$ cat src/rtl/citadel_pkg.sv
// Shared definitions for the Gerlinsky Guard responder: FSM state encoding,
// default thresholds and a small width helper.
`timescale 1ns/1ps
package citadel_pkg;

  // Responder FSM states; encodings are visible on the debug state port.
  typedef enum logic [1:0] {
    GG_DISARMED = 2'd0,
    GG_MONITOR  = 2'd1,
    GG_WIPE     = 2'd2,
    GG_LOCKOUT  = 2'd3
  } gg_state_e;

  localparam int unsigned GG_SYNC_STAGES_DEF = 2;
  localparam int unsigned GG_CNT_W_DEF       = 4;
  localparam int unsigned GG_THRESH_DEF      = 4;
  localparam int unsigned GG_WIPE_CYCLES_DEF = 16;

  // Counter width able to hold 0..v-1, never narrower than one bit.
  function automatic int unsigned gg_width_min1(input int unsigned v);
    return (v > 1) ? $clog2(v) : 1;
  endfunction

endpackage

$ cat src/rtl/glitch_guard_responder_if.sv
// Sensor/control/status bundle of the glitch guard responder.
// master = sensor mesh and control side, slave = responder.
`timescale 1ns/1ps
interface glitch_guard_responder_if #(
  parameter int unsigned CNT_W = 4
);
  logic             glitch_raw;
  logic             arm;
  logic             ack;
  logic             wipe;
  logic             alarm;
  logic             lockout;
  logic [CNT_W-1:0] glitch_cnt;
  logic [1:0]       state;

  modport master (
    output glitch_raw, arm, ack,
    input  wipe, alarm, lockout, glitch_cnt, state
  );

  modport slave (
    input  glitch_raw, arm, ack,
    output wipe, alarm, lockout, glitch_cnt, state
  );
endinterface

$ cat src/rtl/glitch_guard_responder_sync.sv
// glitch_sync: brings the asynchronous sensor output into the clk domain and
// turns each rising edge into a single-cycle event.
// Optional feature macro: CITADEL_GLITCH_STRETCH_EN adds an asynchronous
// catcher so pulses that fall between clock edges are still seen.
`timescale 1ns/1ps
module glitch_sync #(
  parameter int unsigned SYNC_STAGES = 2
) (
  input  logic clk,
  input  logic rst_n,
  input  logic glitch_raw,
  output logic glitch_evt_c
);

  logic [SYNC_STAGES-1:0] chain_q;
  logic                   last_q;
  logic                   sync_in;

`ifdef CITADEL_GLITCH_STRETCH_EN
  logic catch_q;
  logic catch_clr;

  // Release the catcher once the pulse has reached the end of the chain.
  assign catch_clr = chain_q[SYNC_STAGES-1];

  // Catcher: set by any sensor rising edge, however short the pulse.
  always_ff @(posedge glitch_raw or posedge catch_clr or negedge rst_n) begin
    if (!rst_n) begin
      catch_q <= 1'b0;
    end else if (catch_clr) begin
      catch_q <= 1'b0;
    end else begin
      catch_q <= 1'b1;
    end
  end

  // Raw level still passes through so a held-high sensor is never lost.
  assign sync_in = glitch_raw | catch_q;
`else
  assign sync_in = glitch_raw;
`endif

  // Synchroniser chain plus previous-value flop for edge detection.
  always_ff @(posedge clk or negedge rst_n) begin
    if (!rst_n) begin
      chain_q <= '0;
      last_q  <= 1'b0;
    end else begin
      chain_q <= {chain_q[SYNC_STAGES-2:0], sync_in};
      last_q  <= chain_q[SYNC_STAGES-1];
    end
  end

  // One-cycle event on each rising edge at the chain output.
  assign glitch_evt_c = chain_q[SYNC_STAGES-1] & ~last_q;

endmodule

$ cat src/rtl/glitch_guard_responder.sv
// glitch_guard_responder: counts synchronised glitch events, drives a timed
// tactical-wipe strobe and escalates to a permanent lockout after THRESH events.
// Optional feature macro (in glitch_sync): CITADEL_GLITCH_STRETCH_EN.
`timescale 1ns/1ps
module glitch_guard_responder
  import citadel_pkg::*;
#(
  parameter int unsigned SYNC_STAGES = GG_SYNC_STAGES_DEF,
  parameter int unsigned CNT_W       = GG_CNT_W_DEF,
  parameter int unsigned THRESH      = GG_THRESH_DEF,
  parameter int unsigned WIPE_CYCLES = GG_WIPE_CYCLES_DEF
) (
  input logic                     clk,
  input logic                     rst_n,
  glitch_guard_responder_if.slave bus
);

  localparam int unsigned TMR_W = gg_width_min1(WIPE_CYCLES);
  localparam logic [TMR_W-1:0] TMR_LOAD = TMR_W'(WIPE_CYCLES - 1);
  localparam logic [CNT_W-1:0] CNT_MAX  = {CNT_W{1'b1}};
  localparam logic [CNT_W-1:0] CNT_THR  = CNT_W'(THRESH);

  gg_state_e        state_q;
  logic             wipe_q;
  logic             alarm_q;
  logic             lockout_q;
  logic [CNT_W-1:0] cnt_q;
  logic [TMR_W-1:0] timer_q;
  logic             evt_c;
  logic [CNT_W-1:0] cnt_inc_c;

  glitch_sync #(
    .SYNC_STAGES (SYNC_STAGES)
  ) u_sync (
    .clk          (clk),
    .rst_n        (rst_n),
    .glitch_raw   (bus.glitch_raw),
    .glitch_evt_c (evt_c)
  );

  // Saturating increment: the count holds at all-ones instead of wrapping.
  assign cnt_inc_c = (cnt_q == CNT_MAX) ? cnt_q : cnt_q + CNT_W'(1);

  // Responder FSM with registered wipe/alarm/lockout/count outputs.
  always_ff @(posedge clk or negedge rst_n) begin
    if (!rst_n) begin
      state_q   <= GG_DISARMED;
      wipe_q    <= 1'b0;
      alarm_q   <= 1'b0;
      lockout_q <= 1'b0;
      cnt_q     <= '0;
      timer_q   <= '0;
    end else begin
      case (state_q)
        GG_DISARMED: begin
          if (bus.arm) begin
            state_q <= GG_MONITOR;
          end
        end
        GG_MONITOR: begin
          if (evt_c) begin
            state_q <= GG_WIPE;
            wipe_q  <= 1'b1;
            alarm_q <= 1'b1;
            cnt_q   <= cnt_inc_c;
            timer_q <= TMR_LOAD;
          end else if (!bus.arm) begin
            state_q <= GG_DISARMED;
          end else if (bus.ack) begin
            alarm_q <= 1'b0;
          end
        end
        GG_WIPE: begin
          if (evt_c) begin
            // A fresh event restarts the full wipe length.
            alarm_q <= 1'b1;
            cnt_q   <= cnt_inc_c;
            timer_q <= TMR_LOAD;
          end else if (timer_q == '0) begin
            if (cnt_q >= CNT_THR) begin
              state_q   <= GG_LOCKOUT;
              lockout_q <= 1'b1;
            end else begin
              state_q <= GG_MONITOR;
              wipe_q  <= 1'b0;
            end
          end else begin
            timer_q <= timer_q - TMR_W'(1);
          end
        end
        GG_LOCKOUT: begin
          wipe_q    <= 1'b1;
          lockout_q <= 1'b1;
        end
        default: begin
          state_q <= GG_DISARMED;
        end
      endcase
    end
  end

  assign bus.wipe       = wipe_q;
  assign bus.alarm      = alarm_q;
  assign bus.lockout    = lockout_q;
  assign bus.glitch_cnt = cnt_q;
  assign bus.state      = state_q;

endmodule

$ cat src/flat_wrapper.sv
// flat-port wrapper written by rule: the top's interface ports become plain ports
module glitch_guard_responder_flat import citadel_pkg::*;
#(
  parameter int unsigned SYNC_STAGES = GG_SYNC_STAGES_DEF,
  parameter int unsigned CNT_W       = GG_CNT_W_DEF,
  parameter int unsigned THRESH      = GG_THRESH_DEF,
  parameter int unsigned WIPE_CYCLES = GG_WIPE_CYCLES_DEF
)
  (clk, rst_n, bus_glitch_raw, bus_arm, bus_ack, bus_wipe, bus_alarm, bus_lockout, bus_glitch_cnt, bus_state);
  glitch_guard_responder_if #(.CNT_W(CNT_W)) bus_i ();
  input logic clk;
  input logic rst_n;
  input wire logic [$bits(bus_i.glitch_raw)-1:0] bus_glitch_raw;
  input wire logic [$bits(bus_i.arm)-1:0] bus_arm;
  input wire logic [$bits(bus_i.ack)-1:0] bus_ack;
  output wire logic [$bits(bus_i.wipe)-1:0] bus_wipe;
  output wire logic [$bits(bus_i.alarm)-1:0] bus_alarm;
  output wire logic [$bits(bus_i.lockout)-1:0] bus_lockout;
  output wire logic [$bits(bus_i.glitch_cnt)-1:0] bus_glitch_cnt;
  output wire logic [$bits(bus_i.state)-1:0] bus_state;
  assign bus_i.glitch_raw = bus_glitch_raw;
  assign bus_i.arm = bus_arm;
  assign bus_i.ack = bus_ack;
  assign bus_wipe = bus_i.wipe;
  assign bus_alarm = bus_i.alarm;
  assign bus_lockout = bus_i.lockout;
  assign bus_glitch_cnt = bus_i.glitch_cnt;
  assign bus_state = bus_i.state;
  glitch_guard_responder #(.SYNC_STAGES(SYNC_STAGES), .CNT_W(CNT_W), .THRESH(THRESH), .WIPE_CYCLES(WIPE_CYCLES)) u_core (.clk(clk), .rst_n(rst_n), .bus(bus_i));
endmodule
$ cat config.mk
export PLATFORM = sky130hd
export DESIGN_NAME = glitch_guard_responder_flat
export DESIGN_NICKNAME = d
export VERILOG_FILES = /design/src/rtl/citadel_pkg.sv /design/src/rtl/glitch_guard_responder_if.sv /design/src/rtl/glitch_guard_responder_sync.sv /design/src/rtl/glitch_guard_responder.sv /design/src/flat_wrapper.sv
export SDC_FILE = /design/constraint.sdc
export NUM_CORES = 1
export LEC_CHECK = 0
export ABC_AREA = 1
export CAP_MARGIN = 25
export CORE_UTILIZATION = 60
export CTS_CLUSTER_DIAMETER = 200
export DETAILED_ROUTE_END_ITERATION = 10
export DONT_BUFFER_PORTS = 1
export PLACE_DENSITY = 0.81
export SKIP_LAST_GASP = 1
export SLEW_MARGIN = 30
export SYNTH_ARGS = -nofsm -noshare
export SYNTH_HDL_FRONTEND = slang
export SYNTH_SLANG_ARGS = --single-unit
$ cat constraint.sdc
create_clock -name clk -period 1.7 [get_ports clk]
set_input_delay 0.34 -clock clk [delete_from_list [all_inputs] [get_ports clk]]
set_output_delay 0.34 -clock clk [all_outputs]
set_load 0.03 [all_outputs]
### Word-level counts from Yosys, hierarchy flattened

Cells that the tools add are included.
Widths: inputs -> output; s select.

| storage, ports and cells | value |
|---|---|
| input port bits | 5 |
| output and inout port bits | 9 |
| flip-flop bits (word level) | 16 |

| cells by class | value |
|---|---|
| $lt $le $gt $ge | 1 |
| add/subtract/negate cells | 2 |
| muxes and demuxes | 24 |
| equal/unequal tests | 15 |
| reductions and logical operators | 13 |
| bitwise gates (word level) | 3 |

Operators by type and width:

| operator | count |
|---|---|
| $mux 2 | 6 |
| $mux 4 | 3 |
| $ne 3x2->1 const B | 4 |
| $mux 1 | 10 |
| $reduce_and 5->1 | 2 |
| $ne 2x1->1 const B | 4 |
| $pmux 4 s2 | 1 |
| $reduce_and 4->1 | 2 |
| $ne 2x2->1 const B | 3 |
| $pmux 2 s3 | 1 |
| $reduce_and 3->1 | 2 |
| $reduce_bool 3->1 | 2 |
| $add 4x1->4 const B | 1 |
| $eq 2x2->1 const B | 2 |
| $eq 4x4->1 const B | 1 |
| $ge 4x3->1 const B | 1 |
| $logic_not 4->1 | 1 |
| $pmux 1 s2 | 2 |
| $reduce_bool 2->1 | 2 |
| $sub 4x1->4 const B | 1 |
| $pmux 1 s3 | 1 |
| $eq 2x1->1 const B | 1 |
| $logic_not 2->1 | 1 |
| $not 1->1 | 2 |
| 2 further kinds | 2 |

### Longest topological paths before layout

| logic depth | value |
|---|---|
| depth after elaboration | 5 |
| gate-level depth with buffers | 9 |
| mapped depth without buffers | 9 |

### By module

A second synthesis with hierarchy kept.

| unflattened totals | value |
|---|---|
| cells, all modules | 112 |
| area total of the unflattened synthesis | 903.4 µm² |

By module, submodules not included:

| module | area each (µm²) | cells each | times used |
|---|---|---|---|
| glitch_guard_responder | 818.3 | 107 | 1 |
| glitch_sync | 85.1 | 5 | 1 |

### Worst setup path before layout

OpenSTA, ideal clock, no wires.

| path | value |
|---|---|
| path kind | register to register |
| start | reg u_core.state_q[0] (netlist: u_core.bus.state[0]) |
| end | reg u_core.timer_q[0] |
| arrival | 1.477 ns |
| clock period less this slack | 1.553 ns |
| path slack | 0.147 ns |
| data required time | 1.624 ns |
| buffers on the path | 0 |
| cell stages (with the launch flop) | 7 |
| cell sequence | dfrtp_1 > inv_1 > ha_1 > nand2_2 > nor2_4 > nand2_1 > o21ai_1 |

| on the way | value |
|---|---|
| longest elaborated chain between the ends | 3 |
| elaborated cells on any way between the ends | 7 |
| classes of those cells | eq/ne: 4; mux: 1; reduce/logical: 2 |

RTL lines:

| item | RTL line | RTL |
|---|---|---|
| start, declared | glitch_guard_responder.sv:23 | `gg_state_e state_q;` |
| start signal, assigned | glitch_guard_responder.sv:47 | `state_q <= GG_DISARMED;` |
| start signal, assigned | glitch_guard_responder.sv:57 | `state_q <= GG_MONITOR;` |
| start signal, assigned | glitch_guard_responder.sv:62 | `state_q <= GG_WIPE;` |
| $eq 2x2->1 or $eq 2x1->1 (tied branches) | glitch_guard_responder.sv:54 | `case (state_q)` |
| $ne 3x2->1 (no line) (tied with other cells) | -- |  |
| $reduce_and 3->1 (no line) | -- |  |
| end signal, assigned | glitch_guard_responder.sv:88 | `timer_q <= timer_q - TMR_W'(1);` |
| end, declared | glitch_guard_responder.sv:28 | `logic [TMR_W-1:0] timer_q;` |

Parallel ways exist; a longest one is shown, timed or not.
A chain may end at the register's enable or synchronous reset.

### Worst setup path after layout

| path | value |
|---|---|
| start | reg u_core.state_q[0] (netlist: u_core.bus.state[0]) |
| end | reg u_core.timer_q[3] |

Same word-level chain as after synthesis.

==> impl_results.md <==
- Post-placement cell area: 1017 µm²
- Area share of and/or/nand/nor cells after synthesis: 27.43%
- Number of DRC violations after detailed routing: 0
- Worst Hold Endpoint: u_core.u_sync.chain_q[0]
- Power per unit of standard cell area: between 1500 and 2000 nW/µm²
- Antenna violations before repair: 0
- Upper clock frequency limit: about 0.67 GHz
- Clock tree buffer depth: 2
- Setup repair after global routing missed its margin: no
- Number of max-slew violations in the final report: 0
- Clock transition at path regs: approximately 0.090 ns
- Standard-cell row count: 14
- Post-Synthesis Mean Instance Area: approximately 8.4 µm²
- Hold Path Class: in -> reg
- Share of the synthesized area in compound gates (AO/OA/AOI/OAI): 8.926%
- GRT Residual Overflow: 0
- Total wire length after detailed routing: 1.619 mm
- Combinational family with the most area after synthesis: simple AND/OR/NAND/NOR gates
- Setup TNS: 0 ns
- Post-route total power: 1.959 mW
- Net switching component of the power: 0.9391 mW
- Clk pwr share: between 10% and 20%
- Normalized max-slew margin: approximately half
- Worst path required time: 1.90 ns
- Cell at the root of the clock tree: sky130_fd_sc_hd__clkbuf_4
- CTS H-tree depth: 1
- Number of buffer cells added on primary ports: 0
- Post-Syn Nets: 129
- Reg-to-Reg Start: u_core.bus.state[0]
- Post-DP HPWL: between 1 and 1.5 mm
- Finished Layout Cells: 140
- Total global-route track usage: around a fifth
- Static leakage: 0.5370 nW
- Result of the run: completed
- Worst reg2reg endpoint: u_core.timer_q[3]
- Layout fillers: between 100 and 150
- Total non-filler cell area in the finished layout: 1064 µm²
- Post-detailed-route via-to-cell ratio: 5.186
- Final Setup Violations: 0
- Die Footprint: 1777 µm²
- Max-cap violation count: 0
- Logic depth of the worst register-to-register path: 6
- Gate power share: 48.0%
- Critical path endpoint category: flip-flop
- Final hold viol count: 0
- Number of cells on the worst hold path: 0
- Final clock period utilization by the worst path: 88.39%
- Synth Warn #: 0
- First-iteration detailed-routing DRC count: 5
- Number of sinks handled by clock tree synthesis: 16
- Die Wd: 42.15 µm
- Sw frac: 47.94%
- CTS tree: done
- Syn Std Cell Area: 967.2 µm²
- Overall via count from detail_route: approximately 730
- Post-synthesis xor/xnor area fraction: 3.622%
- Kind of critical path: reg -> reg
- Via count of the first global-routing pass: 694
- Final period demand of the worst path: 1.503 ns
- Number of unique standard cell types used by synthesis: 19
- Actual transition at the worst max-transition pin: slightly above 0.7 ns
- Number of nets with antenna violations after routing: 0
- Net count of the finished layout: 139
- Core Region: 1506 µm²
- Total I/O pin count: 14
- Latest clock arrival within the worst-skew pair: 0.27 ns
- Crit path arrival time: 1.70 ns
- Worst hold path startpoint: bus_glitch_raw
- Proportion of layout cells with a drive suffix above 1: roughly 17%
- Sequential Power Share: 39.6%
- Cells after Synth: roughly 120
- Number of detailed-route iterations in the first pass: 4
- Initial standard-cell utilization of the core: 64.20%
- Commonest cells after routing, fill and taps aside: sky130_fd_sc_hd__nand2_1, sky130_fd_sc_hd__dfrtp_1, sky130_fd_sc_hd__inv_1
- Int Pwr: a little over 1 mW
- Most frequent standard cell in the layout excluding fill and tap cells: sky130_fd_sc_hd__nand2_1
- Crit path max fanout: 8
- Worst Skew: ~0.00055 ns
- Global-route wire length before repair: between 2 and 3 mm
- Inst Count DP: approximately 140
- Overall die height: 42.15 µm
- Total clock buffers created by CTS: 3
- Final estimated routing congestion in global placement: 0.8317
- Hold slack final: 0.08510 ns
- Number of buffers inserted by post-CTS setup repair: 0
- Ant. Diodes: 0
- Seq/Total Area, Yosys: 41.40%
- Post-synthesis share of cell area spent on full adders, half adders and majority gates: 11.64%
- Maximum number of pins on one net before global-route repair: 17
- Register-to-register setup slack: 0.20 ns
- WL/cell: around 12 µm
- Flip-flop and latch count after synthesis: 16
- Area Overhead vs Synth: 9.961%
- Kind of start point of the critical path: flip-flop
- Mux cell area share after synthesis: 0%
- Max rail drop VDD: roughly 1200 µV
[critical path, cell delays in order, from the launching register on]
cell                      delay (ns)
sky130_fd_sc_hd__dfrtp_1        0.44
sky130_fd_sc_hd__inv_1          0.12
sky130_fd_sc_hd__ha_1           0.41
sky130_fd_sc_hd__nand2_2        0.10
sky130_fd_sc_hd__nor2_4         0.20
sky130_fd_sc_hd__nand2_1        0.07
sky130_fd_sc_hd__o21ai_1        0.09
[layer usage]
metal	up-vias	part of all wire (%)	global-route usage [%]
li1	379	-	-
met1	331	47	25.50
met2	14	47	34.38
met3	2	4.0	6.034
met4	0	1.2	10.00
met5	-	0	0
[cell families after synthesis]
family | count (synthesis)
buf+inv | 18
flops | 16
compound gates | 16
fa+ha+maj | 9
xor+xnor | 4
simple gates | 52
[sequential cells by signal, summed over array words and instances, names as in the netlist]
name / cells
u_core.timer_q: 4
u_core.u_sync.chain_q: 2
u_core.bus.lockout: 1
u_core.bus.wipe: 1
u_core.u_sync.last_q: 1
u_core.bus.alarm: 1
u_core.bus.state: 2
u_core.bus.glitch_cnt: 4
[how the worst max path moves through the flow]
| stage | from | end | cells past startpoint |
|---|---|---|---|
| finish | u_core.bus.state[0] | u_core.timer_q[3] | 6 |
| global route | u_core.bus.state[0] | u_core.timer_q[0] | 6 |
| CTS | u_core.bus.state[0] | u_core.timer_q[3] | 6 |
| detailed placement | u_core.bus.state[0] | u_core.timer_q[3] | 6 |
| global placement | u_core.bus.state[0] | u_core.timer_q[3] | 6 |
| floorplan | u_core.bus.state[0] | u_core.timer_q[0] | 6 |
[power by group through the flow]
stage / Combinational (mW) / Clock [mW] / Sequential [mW]
after floorplan: 0.641 / 0 / 0.855
after global placement: 0.906 / 0 / 0.774
after detailed placement: 0.934 / 0 / 0.787
after CTS: 0.950 / 0.252 / 0.779
after global routing: 1.07 / 0.271 / 0.798
final: 0.940 / 0.242 / 0.777
[metrics by stage]
step	util, %	setup WS, ns
detailed placement	67.52	0.2049
CTS	70.60	0.1772
finish	70.60	0.1973
global placement	67.52	0.2777
floorplan	-	0.1471
global route	70.60	0.07428
[repair_timing]
action                                  4_1_cts  5_1_grt
endpoints found under the setup margin        0        0
hold buffers                                  1        0
resized for setup                             0        0
endpoints found under the hold margin        16        0
[area by class of cell]
type                    instances  area [µm²]  share of cell area [%]
inverters                      18       67.56                   6.353
multi-input cells              81       499.2                   46.94
flip-flops and latches         16       400.4                   37.65
clock buffers                   4       36.28                   3.412
repair buffers                  5       40.04                   3.765
well taps                      16       20.02                   1.882
[synthesized netlist by cell type, drive strengths merged]
master,n,share of area (%)
xnor2,3,2.7
o21ai,11,5.7
a21o,1,0.78
nor2,9,5.8
a21oi,4,2.5
nand2,31,14
nand3,12,8.0
inv,18,7.0
xor2,1,0.91
ha,9,12
dfrtp,16,41
Power figures use the tool's default switching activity.
